==> src/rtl/tmds_pkg.sv <==
// Shared TMDS sink definitions: control tokens, alignment FSM states and the
// per-word decode function used by every TMDS receive block.
package tmds_pkg;

    localparam logic [9:0] TOK_C00 = 10'b1101010100;
    localparam logic [9:0] TOK_C01 = 10'b0010101011;
    localparam logic [9:0] TOK_C10 = 10'b0101010100;
    localparam logic [9:0] TOK_C11 = 10'b1010101011;

    typedef enum logic [1:0] {
        ST_SEARCH,
        ST_SLIP,
        ST_SETTLE,
        ST_LOCKED
    } align_state_e;

    typedef struct packed {
        logic [7:0] data;
        logic [1:0] ctrl;
        logic       de;
        logic       ctrl_valid;
    } tmds_dec_t;

    function automatic logic tmds_is_token(input logic [9:0] q);
        return (q == TOK_C00) || (q == TOK_C01) || (q == TOK_C10) || (q == TOK_C11);
    endfunction

    // ctrl_prev is carried through on data words so ctrl holds between tokens
    function automatic tmds_dec_t tmds_decode_word(input logic [9:0] q,
                                                   input logic [1:0] ctrl_prev);
        tmds_dec_t  r;
        logic [7:0] v;
        r      = '0;
        r.ctrl = ctrl_prev;
        v      = q[9] ? ~q[7:0] : q[7:0];
        case (q)
            TOK_C00: begin r.ctrl = 2'b00; r.ctrl_valid = 1'b1; end
            TOK_C01: begin r.ctrl = 2'b01; r.ctrl_valid = 1'b1; end
            TOK_C10: begin r.ctrl = 2'b10; r.ctrl_valid = 1'b1; end
            TOK_C11: begin r.ctrl = 2'b11; r.ctrl_valid = 1'b1; end
            default: begin
                r.de      = 1'b1;
                r.data[0] = v[0];
                for (int i = 1; i < 8; i++)
                    r.data[i] = q[8] ? (v[i] ^ v[i-1]) : ~(v[i] ^ v[i-1]);
            end
        endcase
        return r;
    endfunction

endpackage

==> src/rtl/tmds_channel_decoder_if.sv <==
// One TMDS channel between the deserializer (master) and the channel decoder (slave).
interface tmds_channel_decoder_if;

    logic [9:0] tmds_word;
    logic       bitslip;
    logic       locked;
    logic [7:0] data;
    logic [1:0] ctrl;
    logic       de;
    logic       ctrl_valid;

    modport master (
        output tmds_word,
        input  bitslip, locked, data, ctrl, de, ctrl_valid
    );

    modport slave (
        input  tmds_word,
        output bitslip, locked, data, ctrl, de, ctrl_valid
    );

endinterface

==> src/rtl/tmds_word_align.sv <==
// Word-alignment FSM: hunts for control-token runs, requests bitslips while
// unaligned and tracks loss of alignment once locked.
module tmds_word_align
    import tmds_pkg::*;
#(
    parameter int unsigned LOCK_TOKENS   = 8,
    parameter int unsigned SEARCH_WINDOW = 2048,
    parameter int unsigned SETTLE_CYCLES = 16,
    parameter int unsigned LOSS_WINDOW   = 4096
) (
    input  logic clk_pix_1x,
    input  logic rst_n,
    input  logic tok_vld,
    output logic bitslip,
    output logic locked
);

    localparam int RUN_W = (LOCK_TOKENS   > 1) ? $clog2(LOCK_TOKENS + 1) : 1;
    localparam int WIN_W = (SEARCH_WINDOW > 1) ? $clog2(SEARCH_WINDOW)   : 1;
    localparam int SET_W = (SETTLE_CYCLES > 1) ? $clog2(SETTLE_CYCLES)   : 1;
    localparam int LOS_W = (LOSS_WINDOW   > 1) ? $clog2(LOSS_WINDOW)     : 1;

    localparam logic [RUN_W-1:0] RUN_MAX     = RUN_W'(LOCK_TOKENS);
    localparam logic [RUN_W-1:0] RUN_LAST    = RUN_W'(LOCK_TOKENS - 1);
    localparam logic [WIN_W-1:0] WIN_LAST    = WIN_W'(SEARCH_WINDOW - 1);
    localparam logic [SET_W-1:0] SETTLE_LAST = SET_W'(SETTLE_CYCLES - 1);
    localparam logic [LOS_W-1:0] LOSS_LAST   = LOS_W'(LOSS_WINDOW - 1);

    align_state_e     state_q, state_d;
    logic [RUN_W-1:0] run_q, run_d;
    logic [WIN_W-1:0] win_q, win_d;
    logic [SET_W-1:0] settle_q, settle_d;
    logic [LOS_W-1:0] loss_q, loss_d;

    always_ff @(posedge clk_pix_1x or negedge rst_n) begin
        if (!rst_n) begin
            state_q  <= ST_SEARCH;
            run_q    <= '0;
            win_q    <= '0;
            settle_q <= '0;
            loss_q   <= '0;
            bitslip  <= 1'b0;
            locked   <= 1'b0;
        end else begin
            state_q  <= state_d;
            run_q    <= run_d;
            win_q    <= win_d;
            settle_q <= settle_d;
            loss_q   <= loss_d;
            bitslip  <= (state_d == ST_SLIP);
            locked   <= (state_d == ST_LOCKED);
        end
    end

    always_comb begin
        state_d  = state_q;
        run_d    = run_q;
        win_d    = win_q;
        settle_d = settle_q;
        loss_d   = loss_q;
        case (state_q)
            ST_SEARCH: begin
                run_d = tok_vld ? run_q + 1'b1 : '0;
                win_d = win_q + 1'b1;
                // a completed run wins over an expiring window on the same cycle
                if (tok_vld && run_q == RUN_LAST) begin
                    state_d = ST_LOCKED;
                    run_d   = RUN_MAX;
                    win_d   = '0;
                    loss_d  = '0;
                end else if (win_q == WIN_LAST) begin
                    state_d = ST_SLIP;
                    win_d   = '0;
                end
            end
            ST_SLIP: begin
                state_d  = ST_SETTLE;
                settle_d = '0;
            end
            ST_SETTLE: begin
                settle_d = settle_q + 1'b1;
                run_d    = '0;
                if (settle_q == SETTLE_LAST) begin
                    state_d  = ST_SEARCH;
                    win_d    = '0;
                    settle_d = '0;
                end
            end
            ST_LOCKED: begin
                if (!tok_vld)
                    run_d = '0;
                else if (run_q >= RUN_LAST)
                    run_d = RUN_MAX;
                else
                    run_d = run_q + 1'b1;
                if (tok_vld && run_q >= RUN_LAST) begin
                    loss_d = '0;
                end else if (loss_q == LOSS_LAST) begin
                    state_d = ST_SEARCH;
                    run_d   = '0;
                    win_d   = '0;
                    loss_d  = '0;
                end else begin
                    loss_d = loss_q + 1'b1;
                end
            end
            default: state_d = ST_SEARCH;
        endcase
    end

endmodule

==> src/rtl/tmds_channel_decoder.sv <==
// One TMDS receive channel: 2-stage decode pipeline (register word, register
// decoded result) plus the word-alignment controller fed from stage 1.
module tmds_channel_decoder
    import tmds_pkg::*;
#(
    parameter int unsigned LOCK_TOKENS   = 8,
    parameter int unsigned SEARCH_WINDOW = 2048,
    parameter int unsigned SETTLE_CYCLES = 16,
    parameter int unsigned LOSS_WINDOW   = 4096
) (
    input  logic                   clk_pix_1x,
    input  logic                   rst_n,
    tmds_channel_decoder_if.slave  bus
);

    logic [9:0] s1_word;
    logic       s1_tok;
    tmds_dec_t  s2_d, s2_q;

    always_ff @(posedge clk_pix_1x or negedge rst_n) begin
        if (!rst_n) begin
            s1_word <= '0;
            s2_q    <= '0;
        end else begin
            s1_word <= bus.tmds_word;
            s2_q    <= s2_d;
        end
    end

    assign s2_d   = tmds_decode_word(s1_word, s2_q.ctrl);
    assign s1_tok = tmds_is_token(s1_word);

    assign bus.data       = s2_q.data;
    assign bus.ctrl       = s2_q.ctrl;
    assign bus.de         = s2_q.de;
    assign bus.ctrl_valid = s2_q.ctrl_valid;

    // alignment sees stage 1 so locked lines up with that token's stage-2 output
    tmds_word_align #(
        .LOCK_TOKENS   (LOCK_TOKENS),
        .SEARCH_WINDOW (SEARCH_WINDOW),
        .SETTLE_CYCLES (SETTLE_CYCLES),
        .LOSS_WINDOW   (LOSS_WINDOW)
    ) u_align (
        .clk_pix_1x (clk_pix_1x),
        .rst_n      (rst_n),
        .tok_vld    (s1_tok),
        .bitslip    (bus.bitslip),
        .locked     (bus.locked)
    );

endmodule

==> src/flat_wrapper.sv <==
// flat-port wrapper written by rule: the top's interface ports become plain ports
module tmds_channel_decoder_flat import tmds_pkg::*;
#(
    parameter int unsigned LOCK_TOKENS   = 8,
    parameter int unsigned SEARCH_WINDOW = 2048,
    parameter int unsigned SETTLE_CYCLES = 16,
    parameter int unsigned LOSS_WINDOW   = 4096
)
  (clk_pix_1x, rst_n, bus_tmds_word, bus_bitslip, bus_locked, bus_data, bus_ctrl, bus_de, bus_ctrl_valid);
  tmds_channel_decoder_if bus_i ();
  input  logic clk_pix_1x;
  input  logic rst_n;
  input wire logic [$bits(bus_i.tmds_word)-1:0] bus_tmds_word;
  output wire logic [$bits(bus_i.bitslip)-1:0] bus_bitslip;
  output wire logic [$bits(bus_i.locked)-1:0] bus_locked;
  output wire logic [$bits(bus_i.data)-1:0] bus_data;
  output wire logic [$bits(bus_i.ctrl)-1:0] bus_ctrl;
  output wire logic [$bits(bus_i.de)-1:0] bus_de;
  output wire logic [$bits(bus_i.ctrl_valid)-1:0] bus_ctrl_valid;
  assign bus_i.tmds_word = bus_tmds_word;
  assign bus_bitslip = bus_i.bitslip;
  assign bus_locked = bus_i.locked;
  assign bus_data = bus_i.data;
  assign bus_ctrl = bus_i.ctrl;
  assign bus_de = bus_i.de;
  assign bus_ctrl_valid = bus_i.ctrl_valid;
  tmds_channel_decoder #(.LOCK_TOKENS(LOCK_TOKENS), .SEARCH_WINDOW(SEARCH_WINDOW), .SETTLE_CYCLES(SETTLE_CYCLES), .LOSS_WINDOW(LOSS_WINDOW)) u_core (.clk_pix_1x(clk_pix_1x), .rst_n(rst_n), .bus(bus_i));
endmodule
==> config.mk <==
export PLATFORM = sky130hd
export DESIGN_NAME = tmds_channel_decoder_flat
export DESIGN_NICKNAME = d
export VERILOG_FILES = /design/src/rtl/tmds_pkg.sv /design/src/rtl/tmds_channel_decoder_if.sv /design/src/rtl/tmds_word_align.sv /design/src/rtl/tmds_channel_decoder.sv /design/src/flat_wrapper.sv
export SDC_FILE = /design/constraint.sdc
export NUM_CORES = 1
export LEC_CHECK = 0
export BUFFER_PORTS_ARGS = -buffer_cell sky130_fd_sc_hd__buf_4
export CAP_MARGIN = 20
export CORE_MARGIN = 4
export CORE_UTILIZATION = 53
export CTS_CLUSTER_SIZE = 30
export DETAILED_ROUTE_END_ITERATION = 16
export GPL_TIMING_DRIVEN = 0
export PLACE_DENSITY = 0.75
export REMOVE_ABC_BUFFERS = 1
export SLEW_MARGIN = 40
export SYNTH_ARGS = -nofsm -noshare
export SYNTH_HDL_FRONTEND = slang
export SYNTH_SLANG_ARGS = --single-unit
==> constraint.sdc <==
create_clock -name clk_pix_1x -period 2.1 [get_ports clk_pix_1x]
set_clock_uncertainty 0.2 [all_clocks]
set_input_delay 0.105 -clock clk_pix_1x [delete_from_list [all_inputs] [get_ports clk_pix_1x]]
set_output_delay 0.105 -clock clk_pix_1x [all_outputs]
set_load 0.05 [all_outputs]
==> flow_metrics.py, run 1 <==
metrics = {
    "setup_path": {
        "cpPeakStageDelay_ns": 0.39,
        "worstPathCellList": "ha_2 -> and3_4 -> nand4_1 -> buf_4 -> a221o_1 -> o21ai_1 -> o31ai_1",
        "crit_arrival_ns": 2.20,
        "critical_path_class": "reg -> reg",
        "cp.required_ns": 2.12,
        "path_max_fanout": 4,
        "critPathTopFamily": "compound AO/OA/AOI/OAI gates",
        "crit_path_end_kind": "flop",
        "cpMaxStageDelayCell": "a221o_1",
        "critPathLaunchType": "flop",
        "crit_buf_inv": 1,
    },
    "synthesis": {
        "synth_mux_area_frac": 0.0108,
        "synth_seq_cells": 57,
        "synthAdderAreaFrac": 0.0346,
        "synth_seq_area_share": 0.493,
        "yosys.area.top_type": "dfrtp_1",
        "ys_types": 53,
        "synth_ff_type": "dfrtp_1",
        "yosys_warnings": 0,
        "synthSimpleGateAreaFrac": 0.222,
        "async_reset_ff_frac": 1.00,
        "synth_edf_count": 0,
        "synth.most_common_cell": "dfrtp_1",
        "synth_xor_xnor_area_share": 0.0545,
        "synthCells": 292,
        "yosys-top-cells-count": "57 x dfrtp_1, 40 x nand2_1, 25 x nor2_1",
        "synthTopCellsByArea": "dfrtp_1 49%, nand2_1 5.2%, xnor2_1 3.9%",
        "synth-compound-area-share": 0.157,
        "synth_top_family_by_area": "simple AND/OR/NAND/NOR gates",
        "syn_area_um2": 2900,
        "synth_top_area_share": 0.493,
        "synth_area_per_cell_um2": 9.92,
    },
    "clock_network": {
        "cts-htree-levels": 3,
        "insertion_delay_ns": 0.34,
        "cts_sinks": 57,
        "cts_inserted_buffers": 9,
        "root_buffer": "clkbuf_8",
        "cts_tree": "yes",
        "clk_pin_slew_ns": 0.06,
        "max-clock-path-buffers": 2,
    },
    "timing": {
        "fin_ws_ns": -0.0811,
        "finalCriticalPeriod_ns": 2.18,
        "clock.fmax_ghz": 0.458,
        "tns_ns": -0.348,
        "rsz0062_at_grt": "yes",
        "finalCritPeriodShare": 1.04,
        "relSlewSlack": 0.526,
        "max_slew.worst_pin.slew_ns": 0.710,
        "setup_viol": 9,
        "finalHoldViolCount": 0,
        "slew_violations": 0,
    },
    "worst_hold_path": {
        "hold_path.class": "in -> async",
    },
    "outcome": {
        "violations": "setup timing",
        "outcome": "finished, violations left",
    },
    "floorplanning": {
        "die_h_um": 81.9,
        "core_area_um2": 5200,
        "design.die.area_um2": 6710,
        "fp.dieW_um": 81.9,
        "initial_utilization": 0.556,
        "core.rowCount": 26,
        "boundaryPins": 26,
    },
    "place": {
        "port_buffers": 25,
        "dp_hpwl_um": 3690,
        "dpl_cell_area_um2": 3120,
        "gpl.final_weighted_congestion": 0.771,
    },
    "drt": {
        "drt-initial-drc-count": 233,
        "via_count": 2488,
        "first_pass_iters": 4,
        "detail-route-antenna-nets": 0,
        "drc_errors": 0,
        "drt-total-wl_um": 7270,
        "routedWlPerCell_um": 16.6,
        "vias_per_cell": 5.67,
    },
    "power": {
        "vdd_ir_drop_max_v": 0.000496,
        "power_density_nw_per_um2": 698,
        "leakagePower_nw": 1.71,
    },
    "final_layout": {
        "fillers": 331,
        "antenna_cells": 0,
        "nets": 384,
        "drive_above_1_share": 0.331,
        "syn_to_final_growth_pct": 36.8,
        "final_cell_area_um2": 3960,
    },
    "global_route": {
        "grt_max_degree": 58,
        "grt_usage": 0.228,
        "grt_pass1_wl_um": 11500,
        "antenna_found_initial": 0,
        "grt_pass1_vias": 2385,
        "grt_overflow": 0,
    },
    "job": {
        "cap_violations": 0,
    },
}
## report_power, final
| part | switching [mW] | leakage, nW | internal, mW |
|---|---|---|---|
| combinational | 0.171 | 0.858 | 0.0979 |
| sequential | 0.0236 | 0.726 | 1.14 |
| clock | 0.453 | 0.129 | 0.885 |
## registers in the layout, summed over array words and instances (netlist names)
| register | count |
|---|---|
| u_core.bus.ctrl | 2 |
| u_core.bus.ctrl_valid | 1 |
| u_core.bus.data | 8 |
| u_core.bus.de | 1 |
| u_core.s1_word | 10 |
| u_core.u_align.bitslip | 1 |
| u_core.u_align.locked | 1 |
| u_core.u_align.loss_q | 12 |
| u_core.u_align.run_q | 4 |
| u_core.u_align.settle_q | 4 |
| u_core.u_align.state_q | 2 |
| u_core.u_align.win_q | 11 |
## final timing paths
kind | start | endpoint | slack (ns) | depth (start not counted)
min | rst_n | u_core.u_align.loss_q[6] | 0.15 | 2
min reg2reg | u_core.s1_word[9] | u_core.bus.ctrl[1] | 0.31 | 1
max | u_core.u_align.loss_q[1] | u_core.u_align.win_q[8] | -0.08 | 7
max in group asynchronous | rst_n | u_core.s1_word[8] | 1.02 | 2
max reg2reg | u_core.u_align.loss_q[1] | u_core.u_align.win_q[8] | -0.08 | 7
min in group clk_pix_1x | bus_tmds_word[6] | u_core.s1_word[6] | 0.21 | 2
## per-stage QoR
stage	setup slack (ns)	hold WS (ns)	std cells	total power, mW	utilization
6_report	-0.0811	0.147	439	2.77	0.761
3_5_place_dp	-0.689	0.00406	379	1.42	0.600
4_1_cts	0.00556	0.187	429	2.77	0.730
2_1_floorplan	-0.228	-0.391	284	1.32	-
3_3_place_gp	-0.666	-0.00106	379	1.41	0.600
5_1_grt	-0.153	0.209	439	2.86	0.761
## metal layers
layer / global-route usage / wire length [µm] / up-vias / part of all wire
met3: 0.0395 / 315 / 26 / 0.043
met1: 0.278 / 2970 / 1200 / 0.41
met4: 0.0930 / 195 / 0 / 0.027
met5: 0 / 0 / - / 0
li1: - / - / 1186 / -
met2: 0.397 / 3790 / 76 / 0.52
## cells in the final DEF, fill, tap and decap left out, types with 3 or more instances in the layout
cell type      netlist  final
or2_4                1      3
o21ai_1             16     14
nor3b_1              3      3
nand4_1              7      7
nand2_1             40     40
nor2_1              25     24
o2bb2a_1             3      3
nor2b_1              7      6
a21oi_2              2      3
bufinv_16            0      3
nand3_1             12     12
dfrtp_1             57     53
dfrtp_2              0      4
inv_1                8      6
buf_4                0     55
ha_2                 0      5
o21ai_0             10     10
dlygate4sd3_1        0     11
xnor2_1             13     13
a21oi_1             10      8
clkbuf_8             0     12
xor2_1               5      5
## area by class of cell
cell class,instances,area [µm²],area share
clock buffer,12,165,0.0417
clock inverter,4,97.6,0.0246
inverter,9,36.3,0.00916
multi-input combinational,219,1600,0.403
sequential,57,1430,0.361
tap,70,87.6,0.0221
timing repair buffer,68,546,0.138
## worst register-to-register path, cell delays in order, from the launching register on
cell	delay, ns
dfrtp_1	0.37
ha_2	0.19
and3_4	0.19
nand4_1	0.21
buf_4	0.22
a221o_1	0.39
o21ai_1	0.19
o31ai_1	0.10
## timing repair
action                                 in CTS  in global routing
pin swaps                                  12                 12
resized for setup                          34                 18
setup buffers                              22                 10
gates cloned                                1                  0
endpoints found under the hold margin      67                  0
hold buffers                               11                  0
setup endpoints to repair                  30                 26
## cell families after synthesis
logic type               Yosys count
multiplexers                       3
flip-flops                        57
adder cells (fa/ha/maj)            8
AO/OA/AOI/OAI                     65
XOR/XNOR                          18
buffers and inverters             17
AND/OR/NAND/NOR                  124
No activity file was read; power rests on OpenSTA's default activity.
==> run 2, diff against run 1 <==
TNS_END_PERCENT = 10   (was unset)
==> run 2 against run 1 <==
The flow still finishes with violations (setup timing); cell area decreased by 1.5%; core utilization fell by 1.1 points; flip-flop and latch count stayed put; wire length fell by 1.8%; sequential power about the same; largest cell class unchanged; highest routed layer unchanged.
==> flow_metrics.py, run 2 (synthesis results as in run 1) <==
metrics = {
    "outcome": {
        "outcome": "finished, violations left",
        "violations": "setup timing",
    },
    "timing": {
        "fin_ws_ns": -0.0565,
        "relSlewSlack": 0.538,
        "slew_violations": 0,
        "max_slew.worst_pin.slew_ns": 0.694,
        "tns_ns": -0.346,
        "clock.fmax_ghz": 0.464,
        "finalCritPeriodShare": 1.03,
        "setup_viol": 11,
        "finalCriticalPeriod_ns": 2.16,
        "rsz0062_at_grt": "yes",
        "finalHoldViolCount": 0,
    },
    "place": {
        "gpl.final_weighted_congestion": 0.771,
        "dp_hpwl_um": 3690,
        "pre_cts_ws_ns": -0.689,
        "port_buffers": 25,
    },
    "drt": {
        "detail-route-antenna-nets": 0,
        "vias_per_cell": 5.66,
        "routedWlPerCell_um": 16.4,
        "drt-initial-drc-count": 215,
        "drc_errors": 0,
        "first_pass_iters": 4,
        "via_count": 2455,
        "drt-total-wl_um": 7140,
    },
    "final_layout": {
        "syn_to_final_growth_pct": 34.8,
        "antenna_cells": 0,
        "reg_top3": "u_core.u_align.loss_q x12, u_core.u_align.win_q x11, u_core.s1_word x10",
        "final_cell_mix": "53 x dfrtp_1, 49 x buf_4, 40 x nand2_1",
        "layout_commonest_cell": "dfrtp_1",
        "drive_above_1_share": 0.313,
        "final_util": 0.750,
        "nets": 379,
        "max_flop_register": "u_core.u_align.loss_q",
        "largest_reg_flops": 12,
    },
    "worst_hold_path": {
        "hold_path.class": "in -> async",
    },
    "floorplanning": {
        "fp.dieW_um": 81.9,
        "initial_utilization": 0.556,
        "boundaryPins": 26,
        "die_h_um": 81.9,
        "core_area_um2": 5200,
        "core.rowCount": 26,
        "design.die.area_um2": 6710,
    },
    "power": {
        "vdd_ir_drop_max_v": 0.000503,
        "leakagePower_nw": 1.69,
        "power.switching_mw": 0.655,
        "power_mw": 2.77,
        "swShare": 0.236,
        "power_density_nw_per_um2": 711,
        "power_frac_comb": 0.097,
        "power_frac_seq": 0.418,
        "pwr-share-clk": 0.486,
        "p_int_mw": 2.12,
    },
    "global_route": {
        "grt_usage": 0.225,
        "grt_pass1_wl_um": 11300,
        "antenna_found_initial": 0,
        "grt_overflow": 0,
        "grt_max_degree": 58,
        "grt_pass1_vias": 2368,
    },
    "setup_path": {
        "r2r_slack_ns": -0.06,
        "endpoint": "u_core.u_align.win_q[10]",
        "reg2reg_from": "u_core.u_align.loss_q[1]",
        "cp.required_ns": 2.18,
        "critical_path_class": "reg -> reg",
        "r2r_cells": 7,
        "crit_path_start": "u_core.u_align.loss_q[1]",
        "critPathLaunchType": "flop",
        "crit_arrival_ns": 2.24,
        "crit_path_end_kind": "flop",
        "path_max_fanout": 4,
        "r2r-end": "u_core.u_align.win_q[10]",
    },
    "clock_network": {
        "cts_sinks": 57,
        "cts-htree-levels": 3,
        "clk_pin_slew_ns": 0.07,
        "cts_inserted_buffers": 9,
        "root_buffer": "clkbuf_8",
        "cts_tree": "yes",
        "insertion_delay_ns": 0.35,
        "max-clock-path-buffers": 2,
    },
    "job": {
        "cap_violations": 0,
    },
}
run 2: per-stage QoR:
stage          hold WS [ns]  instances  instance area, µm²
6_report              0.154        434                3900
3_5_place_dp        0.00406        379                3120
5_1_grt               0.208        434                3900
3_3_place_gp       -0.00106        379                3120
2_1_floorplan        -0.391        284                2850
4_1_cts               0.187        428                3790
run 2: worst min path at each step:
stage / to / cells past startpoint / startpoint / slack [ns]
floorplan: u_core.bus.ctrl[0] / 0 / rst_n / -0.39
global placement: u_core.u_align.loss_q[6] / 1 / rst_n / -0.001
detailed placement: u_core.u_align.loss_q[6] / 1 / rst_n / 0.004
CTS: u_core.u_align.loss_q[5] / 2 / rst_n / 0.19
global route: u_core.s1_word[1] / 2 / bus_tmds_word[1] / 0.21
finish: u_core.u_align.loss_q[7] / 2 / rst_n / 0.15
run 2: repair_timing:
action,CTS,global route
pin swaps,12,16
gates resized for setup,33,14
hold buffers,11,0
setup buffers,21,5
hold endpoints to repair,67,0
endpoints found under the setup margin,30,25
cloned,1,1
run 2: power groups by stage:
| stage | combinational (mW) | sequential, mW | clock, mW |
|---|---|---|---|
| after floorplan | 0.0503 | 1.27 | 0 |
| after global placement | 0.235 | 1.18 | 0 |
| after detailed placement | 0.238 | 1.18 | 0 |
| after CTS | 0.268 | 1.16 | 1.34 |
| after global routing | 0.286 | 1.16 | 1.41 |
| final | 0.268 | 1.16 | 1.35 |
run 2: final cells by class:
type	count	area, µm²
fillers	346	1300
multi-input cells	220	1590
repair buffers	62	500
clock inverters	4	97.6
well taps	70	87.6
flip-flops and latches	57	1430
clock buffers	12	165
inverters	9	33.8
run 2: critical path: stages, from the launching register on:
cell	delay (ns)
dfrtp_1	0.38
ha_2	0.19
and3_4	0.19
nand4_1	0.21
buf_4	0.22
a221o_1	0.39
nor3_2	0.16
o22a_1	0.15
run 2: metal layers:
metal  global-route usage  vias up  wire (µm)
met2                0.391       67       3870
met1                0.273     1203       2890
met4               0.0930        0         68
met3               0.0417       10        307
met5                    0        -          0
li1                     -     1175          -
